--- config.mk ---
export PLATFORM = sky130hd
export DESIGN_NAME = uart_rx
export DESIGN_NICKNAME = d
export VERILOG_FILES = /design/src/rtl/uart_rx.sv
export SDC_FILE = /design/constraint.sdc
export NUM_CORES = 1
export LEC_CHECK = 0
export ABC_AREA = 1
export CORE_UTILIZATION = 30
export CTS_CLUSTER_SIZE = 30
export DETAILED_ROUTE_END_ITERATION = 10
export PLACE_DENSITY_LB_ADDON = 0.1
export SYNTH_ARGS = -nofsm -noshare
export SYNTH_HDL_FRONTEND = slang
export SYNTH_SLANG_ARGS = --single-unit
--- constraint.sdc ---
create_clock -name clk -period 1.6 [get_ports clk]
set_input_delay 0.16 -clock clk [delete_from_list [all_inputs] [get_ports clk]]
set_output_delay 0.16 -clock clk [all_outputs]
set_load 0.02 [all_outputs]
--- src/rtl/uart_rx.sv ---
// uart_rx: asynchronous serial receiver, 8N1, LSB first.
// Synchronises the raw line, validates the start bit at half a bit period,
// samples each data bit at mid-bit and checks the stop bit.
// Ports:
//   clk        - sole clock, rising edge
//   reset      - asynchronous active-low reset
//   rxd        - raw serial line (asynchronous, idle high)
//   rxdata     - last correctly received byte, held until the next good frame
//   valid      - one-cycle pulse, rxdata updated this cycle
//   frame_err  - one-cycle pulse, stop bit sampled low
//   busy       - high whenever the receiver is not idle
module uart_rx #(
    parameter int unsigned BIT_CLK = 87
) (
    input  logic       clk,
    input  logic       reset,
    input  logic       rxd,
    output logic [7:0] rxdata,
    output logic       valid,
    output logic       frame_err,
    output logic       busy
);

    localparam int unsigned HALF    = BIT_CLK / 2;
    localparam logic [7:0]  HALF_M1 = 8'(HALF - 1);
    localparam logic [7:0]  BIT_M1  = 8'(BIT_CLK - 1);

    localparam logic [2:0] S_IDLE  = 3'd0;
    localparam logic [2:0] S_START = 3'd1;
    localparam logic [2:0] S_DATA  = 3'd2;
    localparam logic [2:0] S_STOP  = 3'd3;
    localparam logic [2:0] S_BREAK = 3'd4;

    logic       s1;
    logic       rxd_s;
    logic [2:0] state,  state_n;
    logic [7:0] count,  count_n;
    logic [2:0] index,  index_n;
    logic [7:0] shreg,  shreg_n;
    logic [7:0] rxdata_n;
    logic       valid_n;
    logic       frame_err_n;
    logic       busy_n;

    // Two-flop synchroniser; resets high so reset never looks like a start bit.
    always_ff @(posedge clk or negedge reset) begin
        if (!reset) begin
            s1    <= 1'b1;
            rxd_s <= 1'b1;
        end else begin
            s1    <= rxd;
            rxd_s <= s1;
        end
    end

    // State and registered outputs.
    always_ff @(posedge clk or negedge reset) begin
        if (!reset) begin
            state     <= S_IDLE;
            count     <= 8'd0;
            index     <= 3'd0;
            shreg     <= 8'd0;
            rxdata    <= 8'h00;
            valid     <= 1'b0;
            frame_err <= 1'b0;
            busy      <= 1'b0;
        end else begin
            state     <= state_n;
            count     <= count_n;
            index     <= index_n;
            shreg     <= shreg_n;
            rxdata    <= rxdata_n;
            valid     <= valid_n;
            frame_err <= frame_err_n;
            busy      <= busy_n;
        end
    end

    // Next-state and output logic.
    always_comb begin
        state_n     = state;
        count_n     = count;
        index_n     = index;
        shreg_n     = shreg;
        rxdata_n    = rxdata;
        valid_n     = 1'b0;
        frame_err_n = 1'b0;

        case (state)
            S_IDLE: begin
                if (!rxd_s) begin
                    state_n = S_START;
                    count_n = 8'd0;
                end
            end
            S_START: begin
                count_n = count + 8'd1;
                if (count == HALF_M1) begin
                    // Still low at mid start bit: genuine start, else a glitch.
                    if (!rxd_s) begin
                        state_n = S_DATA;
                        count_n = 8'd0;
                        index_n = 3'd0;
                    end else begin
                        state_n = S_IDLE;
                    end
                end
            end
            S_DATA: begin
                count_n = count + 8'd1;
                if (count == BIT_M1) begin
                    shreg_n = {rxd_s, shreg[7:1]};
                    count_n = 8'd0;
                    index_n = index + 3'd1;
                    if (index == 3'd7) begin
                        state_n = S_STOP;
                    end
                end
            end
            S_STOP: begin
                count_n = count + 8'd1;
                if (count == BIT_M1) begin
                    count_n = 8'd0;
                    if (rxd_s) begin
                        rxdata_n = shreg;
                        valid_n  = 1'b1;
                        state_n  = S_IDLE;
                    end else begin
                        frame_err_n = 1'b1;
                        state_n     = S_BREAK;
                    end
                end
            end
            S_BREAK: begin
                // Hold off until the line returns high so a break cannot retrigger.
                if (rxd_s) begin
                    state_n = S_IDLE;
                end
            end
            default: begin
                state_n = S_IDLE;
            end
        endcase

        busy_n = (state_n != S_IDLE);
    end

endmodule

==> run summary <==
min-delay src: rxd
Seq/Total Area, Yosys: 0.5076
drt total wl: 3.598 mm
synthesized area: 1730 um^2
Setup Skew: 6.336 ps
NumNets Final: 239
top area cells in the synthesized netlist: dfrtp_1 (48%), nand2_1 (13%), o21ai_2 (7.1%), nand3_1 (5.5%), inv_1 (5.4%)
critical path fanouts, max: 7
largest net degree at the start of global routing: 22
fin area: 2235 um^2
Synth Net Count: 206
initial antenna violation count: 0
1st-pass router iterations: 4
layout cells sized above 1: 0.2747
Post-DP Area: 2001 um^2
routability cong.: 0.8112
fin crit period: 1546 ps
Non-Filler Instances: 305
Final ANT Viol Nets: 0
most frequent cell after synthesis: nand2_1
Mean Syn Cell Area: 8.696 um^2
pre-CTS setup slack: 10.90 ps
Slew Viols, Final: 0
core region area: 5540 um^2
max cap viols: 0
Root Driver: clkbuf_8
antenna cells: 0
final setup violation count: 0
CTS Buffer Depth: 2
clock latency on the worst-skew pair: 280 ps
starting DRC count in detailed routing: 30
Die H: 77.95 um
vias per cell: 4.436
Post-synth EDFFs: 0
# IOs: 14
RSZ-0062 raised after global routing: yes
final hold vios: 0
largest area contributor in the netlist: dfrtp_1
Port Buffers: 13
CTS sink cnt: 35
Worst EP arrival: 1730 ps
Setup CP Type: reg2reg
Mapped Cells: 199
Final Power: 2.200 mW
Power Dens Cells: 984.6 nW/um^2
yosys warns: 0
critical path required time: 1780 ps
ys async rst share: 1.000
status: complete, no violations
Crit path largest cell delay: 390 ps
row cnt: 27
grt ovf: 0
vias in the first global route: 1361
detailed-route wire length per cell: 11.80 um
die width: 77.95 um
Synth Register Bits: 35
DRC: 0
first-pass GRT wire length: 6.237 mm
launching point of the worst reg2reg path: count[0]
placed insts: 289
reg-to-reg endpoint: shreg[5]
WHS: 278.6 ps
synth unique cells: 24
Crit. End Element: flop
r2r setup slk: 50 ps
CP max stage cell: dfrtp_1
peak supply drop: 0.4548 mV
Hold Path Stages: 1
synth cell count leaders: nand2_1 (60), dfrtp_1 (33), inv_1 (25)
Tightest Pin Transition: 387.8 ps
worst min-delay path class: in2reg
area share of the largest cell type after synthesis: 0.4772
CTS H-tree lvls: 2
clock-pin slew on the worst setup and hold paths: 80 ps
Bufs and invs on worst path: 3
CTS tree: done
Initial Util: 0.3123
Area growth syn-to-layout: 29.14%
post-DP HPWL: 2.544 mm
crit-path leading delay family: simple AND/OR/NAND/NOR gates
Final Cycle Share: 0.9661
startpoint class of the critical path: flop
Total GRT Usage: 0.1313
ys flop type: dfrtp_1
Reg2Reg Depth: 10
Die ar.: 6075 um^2
Hold Path Sink: s1
cell mode on critical path: inv_2
fmax: 646.9 MHz
Vias: 1353
Num CTS Buffers: 5
Final WS setup: 54.25 ps
P_leak: 1.090 nW
Slew Limit Headroom: 0.7415
CP Cell Sequence: inv_2 > ha_4 > nand2_4 > nor2_4 > inv_2 > nor2_8 > nand2_8 > buf_4 > nand2_1 > o21ai_2
-- stage by stage --
stage                 util  setup TNS (ps)
floorplan                -               0
global placement    0.3611               0
detailed placement  0.3611               0
CTS                 0.3785               0
global route        0.4033          -181.2
finish              0.4033               0
-- layout by cell type, fill, tap and decap left out --
cell	netlist	final
nand2_1	60	54
dfrtp_1	33	33
inv_1	25	24
nand3_1	19	19
o21ai_2	14	15
clkdlybuf4s50_1	0	12
nor2_1	13	11
buf_4	0	10
nand2_2	4	8
clkbuf_8	0	5
inv_2	4	4
nor2_2	2	4
o21ai_0	3	3
xor2_1	3	3
ha_1	4	3
clkinv_1	2	2
nand2_4	1	2
nand3_4	1	2
buf_12	0	2
dfstp_2	2	2
nor2_4	1	1
nor2_8	1	1
a21oi_1	1	1
nand2_8	0	1
a21oi_2	1	1
inv_4	0	1
nand4_1	1	1
o211ai_1	1	1
ha_4	0	1
clkbuf_1	0	1
clkinv_2	0	1
clkinv_4	0	1
clkbuf_16	0	1
dlygate4sd3_1	0	1
buf_2	0	1
-- how the worst max path moves through the flow --
stage / start / endpoint / slack [ps] / cells past startpoint
6_report: count[0] / shreg[5] / 50 / 10
5_1_grt: count[0] / shreg[7] / -40 / 10
4_1_cts: count[0] / rxdata[3] / 5 / 9
3_5_place_dp: count[0] / rxdata[3] / 10 / 9
3_3_place_gp: count[0] / rxdata[3] / 60 / 9
2_1_floorplan: count[0] / rxdata[6] / 150 / 10
-- final cells by class --
cell class | count | area, um^2
Clock buffer | 6 | 72.57
Clock inverter | 2 | 13.76
Fill cell | 588 | 3306
Inverter | 31 | 118.9
Multi-Input combinational cell | 132 | 785.8
Sequential cell | 35 | 878.3
Tap cell | 72 | 90.09
Timing Repair Buffer | 27 | 275.3
-- registers in the layout, summed over array words and instances, names as in the netlist --
name and flops:
count 8, rxdata 8, shreg 8, index 3, state 3, busy 1
frame_err 1, rxd_s 1, s1 1, valid 1
-- where the power goes --
part	total (mW)	leakage, nW	internal [mW]	switching (mW)
Clock	0.631	0.0452	0.307	0.324
Sequential	1.02	0.471	0.953	0.0673
Combinational	0.549	0.574	0.215	0.334
-- what timing repair did --
item	4_1_cts	5_1_grt
hold buffers	1	0
buffers inserted	0	5
gates resized for setup	0	17
endpoints found under the setup margin	0	23
hold endpoints to repair	14	0
-- cell families after synthesis --
family / count (synthesis) / synth area share
DFF: 35 / 0.5076
xor gates and xnor gates: 3 / 0.01519
adders and majority gates: 4 / 0.02892
AOI/OAI and AO/OA: 21 / 0.09472
buffers and inverters: 33 / 0.08026
and+or+nand+nor: 103 / 0.2733
-- layer usage --
metal / GRT usage / part of all wire
met5: 0 / 0
met4: 0.03333 / 0.010
met3: 0.03529 / 0.032
met2: 0.2142 / 0.48
met1: 0.1719 / 0.48
Note: power is estimated with default switching activity, not from simulation.
